**src/rtl/bcd_display_scan.sv**
```systemverilog
// bcd_display_scan
// Latches a two-digit BCD value on a load strobe and time-multiplexes it onto
// a common-anode, active-low, two-digit seven-segment display.
//
// Build option: define LEADING_ZERO_BLANK_EN to blank the tens digit (anode
// off, all segments off) whenever the latched tens value is zero.
//
// Timing summary:
//   - load at edge k captures the digits; the glyph reaches seg_n at edge k+1.
//   - The slot select toggles on the edge where the refresh counter wraps.
//   - seg_n and an_n are registered together from the select and digit
//     registers, so they always change on the same edge.

module bcd_display_scan #(
    parameter int REFRESH_DIV = 50000,
    parameter int CNT_W       = 16
) (
    input  logic       clk,
    input  logic       reset,
    input  logic       load,
    input  logic [3:0] tens,
    input  logic [3:0] ones,
    output logic [6:0] seg_n,
    output logic [1:0] an_n
);

    // Which digit the scan is currently pointing at.
    typedef enum logic {
        SLOT_ONES = 1'b0,
        SLOT_TENS = 1'b1
    } slot_t;

    // Counter value on which the current slot ends.
    localparam logic [CNT_W-1:0] CNT_LAST = CNT_W'(REFRESH_DIV - 1);

    // Active-low glyphs, bit 6 = g ... bit 0 = a.
    localparam logic [6:0] SEG_BLANK = 7'h7F;
    localparam logic [6:0] SEG_DASH  = 7'h3F;
    localparam logic [6:0] SEG_ZERO  = 7'h40;

    // Anode patterns (bit 0 = ones digit, bit 1 = tens digit).
    localparam logic [1:0] AN_ONES = 2'b10;
    localparam logic [1:0] AN_TENS = 2'b01;
    localparam logic [1:0] AN_OFF  = 2'b11;

    logic [3:0]       r_tens;
    logic [3:0]       r_ones;
    logic [CNT_W-1:0] r_cnt;
    slot_t            r_slot;
    logic [6:0]       r_seg_n;
    logic [1:0]       r_an_n;

    logic [CNT_W-1:0] w_cnt_next;
    slot_t            w_slot_next;
    logic [6:0]       w_seg_next;
    logic [1:0]       w_an_next;

    // Decimal digit to active-low segment pattern; non-decimal codes show a dash.
    function automatic logic [6:0] glyph(input logic [3:0] digit);
        logic [6:0] pattern;
        case (digit)
            4'd0:    pattern = 7'h40;
            4'd1:    pattern = 7'h79;
            4'd2:    pattern = 7'h24;
            4'd3:    pattern = 7'h30;
            4'd4:    pattern = 7'h19;
            4'd5:    pattern = 7'h12;
            4'd6:    pattern = 7'h02;
            4'd7:    pattern = 7'h78;
            4'd8:    pattern = 7'h00;
            4'd9:    pattern = 7'h10;
            default: pattern = SEG_DASH;
        endcase
        return pattern;
    endfunction

    // Capture both digits whenever load is high; independent of the scan.
    always_ff @(posedge clk or posedge reset) begin
        if (reset) begin
            r_tens <= 4'd0;
            r_ones <= 4'd0;
        end else if (load) begin
            r_tens <= tens;
            r_ones <= ones;
        end
    end

    // Scan state register: refresh counter and current slot.
    always_ff @(posedge clk or posedge reset) begin
        if (reset) begin
            r_cnt  <= '0;
            r_slot <= SLOT_ONES;
        end else begin
            r_cnt  <= w_cnt_next;
            r_slot <= w_slot_next;
        end
    end

    // Scan next-state: count up, and on the last count wrap and switch slot.
    always_comb begin
        w_cnt_next  = r_cnt + 1'b1;
        w_slot_next = r_slot;
        if (r_cnt == CNT_LAST) begin
            w_cnt_next  = '0;
            w_slot_next = (r_slot == SLOT_ONES) ? SLOT_TENS : SLOT_ONES;
        end
    end

    // Output decode from the registered slot and digits (one cycle behind them).
    always_comb begin
        w_seg_next = glyph(r_ones);
        w_an_next  = AN_ONES;
        if (r_slot == SLOT_TENS) begin
`ifdef LEADING_ZERO_BLANK_EN
            if (r_tens == 4'd0) begin
                w_seg_next = SEG_BLANK;
                w_an_next  = AN_OFF;
            end else begin
                w_seg_next = glyph(r_tens);
                w_an_next  = AN_TENS;
            end
`else
            w_seg_next = glyph(r_tens);
            w_an_next  = AN_TENS;
`endif
        end
    end

    // Output register: segments and anodes always move together.
    always_ff @(posedge clk or posedge reset) begin
        if (reset) begin
            r_seg_n <= SEG_ZERO;
            r_an_n  <= AN_ONES;
        end else begin
            r_seg_n <= w_seg_next;
            r_an_n  <= w_an_next;
        end
    end

    assign seg_n = r_seg_n;
    assign an_n  = r_an_n;

endmodule

```
**config.mk**
```make
export PLATFORM = sky130hd
export DESIGN_NAME = bcd_display_scan
export DESIGN_NICKNAME = d
export VERILOG_FILES = /design/src/rtl/bcd_display_scan.sv
export SDC_FILE = /design/constraint.sdc
export NUM_CORES = 1
export LEC_CHECK = 0
export ABC_AREA = 0
export CAP_MARGIN = 20
export CORE_UTILIZATION = 45
export CTS_CLUSTER_SIZE = 40
export DETAILED_ROUTE_END_ITERATION = 7
export PLACE_DENSITY = 0.66
export SYNTH_ARGS = -nofsm -noshare
export SYNTH_HDL_FRONTEND = slang
export SYNTH_SLANG_ARGS = --single-unit
```
**constraint.sdc**
```tcl
create_clock -name clk -period 3.4 [get_ports clk]
set_input_delay 0.34 -clock clk [delete_from_list [all_inputs] [get_ports clk]]
set_output_delay 0.34 -clock clk [all_outputs]
set_load 0.05 [all_outputs]
```
==> impl_metrics.toml, run 1 <==
[setup_path]
path_delay_family = "buffers and inverters"
critical_path_depth = 1
r2r_slack_ns = 1.69
cp-start-kind = "flip-flop"
rr_endpoint = "r_cnt[9]$_DFF_PP0_"
ff2ff_path_depth = 5
slowest_delay_ns = 0.79
criticalPathCategory = "flip-flop to output pin"
worstPathMaxFanout = 1
path_cells = "clkdlybuf4s50_1"
path_buf_inv = 1
startpoint = "an_n[1]$_DFF_PP1_"
crit_arrival_ns = 1.58
critical_path.endpoint_type = "output pin"
cp_slowest_cell = "clkdlybuf4s50_1"
worstPathRequired_ns = 3.06
r2r-start = "r_cnt[0]$_DFF_PP0_"

[logic_synthesis]
ys_async_sr_fraction_pct = 100.0
synthXorXnorAreaFrac_pct = 7.778
synth_cell_types = 32
syn_area_per_cell_um2 = 10.43
synth_nets = 184
synth_compound_area_share_pct = 8.667
synthMuxAreaShare_pct = 3.852
synth_edf_count = 0
synth_top_family_by_area = "simple AND/OR/NAND/NOR gates"
yosysWarnings = 0
synthAdderAreaFrac_pct = 8.148
synthCells = 162
synth.yosys.seq_area_share_pct = 50.52
ys_ff_latch = 34
ys.flop_type = "dfrtp_1"
syn_area_um2 = 1689
synth-simple-area-share_pct = 17.19

[cts]
cts_sinks = 34
cts_root_buffer = "clkbuf_8"
insertion_delay_ns = 0.28
cts_setup_buffers = 0
cts_tree = "done"
cts_resized = 0
hold_buffers = 0
clk_path_buf_depth = 2
cts_buffers = 5
path_clk_slew_ns = 0.07
cts_max_level = 2

[layout]
drive_above_1_share_pct = 9.239
nFillCells = 325
diodes = 0
nNetsFinal = 205
syn2layout_area_growth_pct = 18.89

[floorplanning]
die_height_um = 63.27
io_pins = 20
rows = 21
die_w_um = 63.27
initial_core_util_pct = 48.70
core_um2 = 3468
dieArea_um2 = 4002

[pwr]
total_power_mw = 0.8985
powerDensity_nw_per_um2 = 447.4
p_seq_share_pct = 49.7
comb_power_share_pct = 17.4
clockPowerShare_pct = 32.8
p_sw_share_pct = 27.37
p_int_mw = 0.6525
worst_ir_drop_vdd_v = 0.0002648
power_switching_mw = 0.2459
power.leakage_nw = 0.8956

[flow_run]
maxCapViolCount = 0

[sta]
finalHoldViolations = 0
rsz0062_at_grt = "false"
tightest_slew_ns = 0.4892
finalCriticalPeriod_ns = 1.919
slew_viol_final = 0
period_share_pct = 56.45
fin_tns_setup_ns = 0
max_clock_freq_ghz = 0.5211
slew_headroom_pct = 67.29
clock_skew_ns = 0.007250
finalSetupViolCount = 0

[min_path]
hold_path.class = "input pin to asynchronous set/reset pin"

[drt]
num_vias = 1209
via_per_inst = 5.257
drt_iter0_markers = 65
routed_wl_mm = 2.905
drcViolationCount = 0
wl_per_cell_um = 12.63
first_pass_iters = 4
postRouteAntennaNets = 0

[grt]
grt.busiest_layer = "met2"
grt_pass1_vias = 1216
grt_usage_pct = 17.43
antenna_found_initial = 0
grt_pass1_wl_mm = 5.361
grt_util_met1_pct = 22.84
overflow = 0
grt_max_degree = 35
grt_use_met2_pct = 27.15
grt_use_met3_pct = 5.435

[placement]
placement.io_buffers = 19
dp_hpwl_mm = 2.078
gp_congestion = 0.8529

[outcome]
status = "finished clean"
-- through the flow --
step | instances | hold slack [ns] | cell area [µm²] | utilization, % | setup WS [ns]
finish | 230 | 0.4439 | 2008 | 57.90 | 1.481
global route | 230 | 0.5069 | 2008 | 57.90 | 1.457
CTS | 230 | 0.4561 | 2008 | 57.90 | 1.466
detailed placement | 222 | 0.4751 | 1917 | 55.27 | 1.720
global placement | 222 | 0.4677 | 1917 | 55.27 | 1.757
floorplan | 162 | 0.3519 | 1689 | - | 1.870
-- registers in the layout, indices dropped and copies added, names as in the netlist --
| name | count |
|---|---|
| an_n | 2 |
| r_cnt | 16 |
| r_ones | 4 |
| r_slot | 1 |
| r_tens | 4 |
| seg_n | 7 |
-- layout make-up --
type / instances / area [µm²] / share of cell area (%)
flip-flops and latches: 34 / 853.3 / 42.49
multi-input cells: 112 / 770.7 / 38.38
repair buffers: 20 / 197.7 / 9.844
clock buffers: 7 / 86.33 / 4.299
well taps: 46 / 57.56 / 2.866
inverters: 10 / 37.54 / 1.869
clock inverters: 1 / 5.005 / 0.2492
-- tightest hold or removal path: cells and delay by family --
kind                   cells  cell delay [ns]
buffers and inverters      3             0.80
-- metal layers --
metal  part of all wire (%)  wire (µm)
met1                     48       1402
met2                     45       1320
met3                    4.9        142
met4                    1.3         39
met5                      0          0
-- kinds of logic (layout without fill, tap and decap cells) --
group | Yosys count | in the layout
simple gates | 56 | 56
fa+ha+maj | 11 | 11
mux | 6 | 6
xor+xnor | 15 | 15
buf+inv | 16 | 38
flops | 34 | 34
compound gates | 24 | 24
-- cell usage in the layout, fill, tap and decap left out, types with 2 or more instances in the layout --
master	n
nand2_1	8
mux2i_1	2
xnor2_1	7
and3_1	2
o211ai_1	3
xor2_1	8
a21oi_1	7
o221ai_1	3
clkbuf_8	6
nor2b_1	3
o21ai_0	8
nor2_1	19
dfrtp_1	32
ha_1	11
nor4_1	2
clkdlybuf4s50_1	19
mux2_2	4
dfstp_2	2
nand3_1	9
inv_1	10
nand3b_1	2
nand4_1	5
-- cell usage after synthesis, types with 3 or more instances --
cell type	count	share of area, %
ha_1	11	8.1
nor2_1	19	4.2
nand3_1	9	2.7
mux2_2	4	2.7
inv_1	10	2.2
dfrtp_1	32	47
xor2_1	8	4.1
nand2_1	8	1.8
clkbuf_1	4	0.89
nand4_1	5	1.9
nor2b_1	3	1.1
o21ai_0	8	2.4
a21oi_1	7	2.1
o221ai_1	3	1.6
o211ai_1	3	1.3
xnor2_1	7	3.6
-- power by group through the flow --
stage	logic [mW]	clock network, mW	registers (mW)
after global routing	0.171	0.320	0.451
after global placement	0.155	0	0.452
after CTS	0.158	0.306	0.446
final	0.157	0.295	0.447
after floorplan	0.0625	0	0.494
after detailed placement	0.157	0	0.454
-- worst max-delay path by stage --
| stage | end | slack [ns] |
|---|---|---|
| floorplan | r_slot$_DFFE_PP0N_ | 1.87 |
| global placement | r_slot$_DFFE_PP0N_ | 1.76 |
| detailed placement | r_cnt[9]$_DFF_PP0_ | 1.72 |
| CTS | an_n[1] | 1.47 |
| global route | an_n[1] | 1.46 |
| finish | an_n[1] | 1.48 |
Power figures use the tool's default switching activity.
==> run 2, diff against run 1 <==
--- a/config.mk
+++ b/config.mk
@@ -10,7 +10,7 @@
 export CORE_UTILIZATION = 45
 export CTS_CLUSTER_SIZE = 40
 export DETAILED_ROUTE_END_ITERATION = 7
-export PLACE_DENSITY = 0.66
+export PLACE_DENSITY = 0.69
 export SYNTH_ARGS = -nofsm -noshare
 export SYNTH_HDL_FRONTEND = slang
 export SYNTH_SLANG_ARGS = --single-unit
==> constraint.sdc (replaced) <==
create_clock -name clk -period 1.6 [get_ports clk]
set_input_delay 0.16 -clock clk [delete_from_list [all_inputs] [get_ports clk]]
set_output_delay 0.16 -clock clk [all_outputs]
set_load 0.05 [all_outputs]
==> run 2 against run 1 <==
  * Global-route usage up 0.45 points
  * Hold slack worse by 0.19 ns
  * Sequential share of layout area down 1.2 points
  * Clock power rose to 3.3 times the previous value
  * Core utilization up 1.7 points
  * First-iteration DRC count down 18%
  * Flip-flop and latch count unchanged
  * Worst setup slack worse by 1.4 ns
  * Register-to-register slack worse by 1.6 ns
  * Combinational power up 110%
  * Sequential power up 110%
  * Clock-buffer cell count down 1
  * Critical path type is now flip-flop to flip-flop
  * Largest cell class unchanged
==> impl_metrics.toml, run 2 (synthesis results as in run 1) <==
[drt]
postRouteAntennaNets = 0
routed_wl_mm = 3.016
first_pass_iters = 4
via_per_inst = 5.308
drcViolationCount = 0
num_vias = 1242
wl_per_cell_um = 12.89
drt_iter0_markers = 53

[layout]
multi_input_area_um2 = 770.7
layout_commonest_cell = "dfrtp_1"
nNetsFinal = 209
diodes = 0
seq_area_um2 = 853.3
drive_above_1_share_pct = 16.49
largest_reg_flops = 16
layout_common_cells = "dfrtp_1, nor2_1, buf_4, ha_1"
syn2layout_area_growth_pct = 22.37
nFillCells = 314
largest-register = "r_cnt"

[setup_path]
rr_endpoint = "r_slot$_DFFE_PP0N_"
critical_path.endpoint_type = "flip-flop"
critical_path_depth = 4
cp-start-kind = "flip-flop"
r2r-start = "r_cnt[11]$_DFF_PP0_"
worstPathMaxFanout = 4
ff2ff_path_depth = 4
cp_slowest_cell = "or4_4"
startpoint = "r_cnt[11]$_DFF_PP0_"
path_cells = "or4_4 -> nor3_4 -> buf_4 -> xnor2_1"
path_delay_family = "simple AND/OR/NAND/NOR gates"
criticalPathCategory = "flip-flop to flip-flop"
crit_end = "r_slot$_DFFE_PP0N_"
slowest_delay_ns = 0.54
r2r_slack_ns = 0.09
worstPathRequired_ns = 1.81
crit_arrival_ns = 1.72
path_buf_inv = 1

[sta]
hold_ws_ns = 0.2559
clock_skew_ns = 0.007718
rsz0062_at_grt = "false"
slew_headroom_pct = 72.86
max_clock_freq_ghz = 0.6612
finalCriticalPeriod_ns = 1.512
slew_viol_final = 0
fin_tns_setup_ns = 0
tightest_slew_ns = 0.4072
finalHoldViolations = 0
finalSetupViolCount = 0
period_share_pct = 94.53

[pwr]
comb_power_share_pct = 14.6
power.leakage_nw = 0.9455
clockPowerShare_pct = 43.0
p_seq_share_pct = 42.4
p_int_mw = 1.694
power_switching_mw = 0.5458
p_sw_share_pct = 24.36
worst_ir_drop_vdd_v = 0.0004984
powerDensity_nw_per_um2 = 1084

[cts]
cts_tree = "done"
clk_path_buf_depth = 2
cts_root_buffer = "clkbuf_8"
insertion_delay_ns = 0.29
cts_max_level = 2
path_clk_slew_ns = 0.07
cts_sinks = 34
cts_resized = 0
cts_buffers = 5
hold_buffers = 0
cts_setup_buffers = 2

[grt]
grt_usage_pct = 17.88
overflow = 0
antenna_found_initial = 0
grt_max_degree = 35
grt_pass1_vias = 1184
grt_pass1_wl_mm = 5.444

[floorplanning]
core_um2 = 3468
die_w_um = 63.27
io_pins = 20
rows = 21
dieArea_um2 = 4002
die_height_um = 63.27
initial_core_util_pct = 48.70

[placement]
placement.io_buffers = 19
gp_congestion = 0.8493
dp_hpwl_mm = 2.159

[min_path]
hold_path.class = "input pin to asynchronous set/reset pin"

[outcome]
status = "finished clean"

[flow_run]
maxCapViolCount = 0
==> run 2: changes by cell type in the layout (fill, tap and decap cells not counted), sizes merged <==
cell / change
clkbuf: -1
clkinv: -1
clkdlybuf4s50: -9
buf: +13
bufinv: +2
==> run 2: how the worst min path moves through the flow <==
| stage | cells past startpoint | slack (ns) | to | from |
|---|---|---|---|---|
| 3_3_place_gp | 1 | 0.46 | r_cnt[0]$_DFF_PP0_ | r_cnt[0]$_DFF_PP0_ |
| 5_1_grt | 3 | 0.29 | r_cnt[8]$_DFF_PP0_ | reset |
| 6_report | 3 | 0.26 | r_cnt[8]$_DFF_PP0_ | reset |
| 2_1_floorplan | 2 | 0.28 | r_ones[0]$_DFFE_PP0P_ | ones[0] |
| 4_1_cts | 3 | 0.27 | r_cnt[2]$_DFF_PP0_ | reset |
| 3_5_place_dp | 1 | 0.50 | r_cnt[11]$_DFF_PP0_ | r_cnt[11]$_DFF_PP0_ |
==> run 2: tightest hold or removal path: cells and delay by family <==
family | cells | cell delay [ns]
buffers and inverters | 3 | 0.80
==> run 2: cell type report <==
type,count,area share (%)
Clock buffer,6,3.995
Clock inverter,2,2.906
Inverter,10,1.816
Multi-Input combinational cell,112,37.29
Sequential cell,34,41.28
Tap cell,46,2.785
Timing Repair Buffer,24,9.927
==> run 2: per-stage QoR <==
stage / instance area, µm² / power (mW) / setup slack [ns] / util, % / instances
after floorplan: 1689 / 1.182 / 0.06970 / - / 162
after global placement: 1909 / 1.280 / 0.07818 / 55.05 / 224
after detailed placement: 1909 / 1.292 / 0.008468 / 55.05 / 224
after CTS: 2067 / 2.259 / 0.1080 / 59.60 / 234
after global routing: 2067 / 2.334 / 0.004229 / 59.60 / 234
final: 2067 / 2.240 / 0.08758 / 59.60 / 234
==> run 2: power by group through the flow <==
stage                     registers, mW  clock network [mW]  logic [mW]
after floorplan                    1.05                   0       0.133
after global placement            0.962                   0       0.318
after detailed placement          0.964                   0       0.327
after CTS                         0.948               0.981       0.330
after global routing              0.957                1.02       0.354
final                             0.949               0.964       0.328
==> run 2: layer usage <==
metal,track usage (%),up-vias,part of all wire (%)
met5,0,-,0
met4,7.955,0,1.5
met3,5.978,7,5.7
met2,27.02,39,46
met1,23.26,591,47
li1,-,605,-
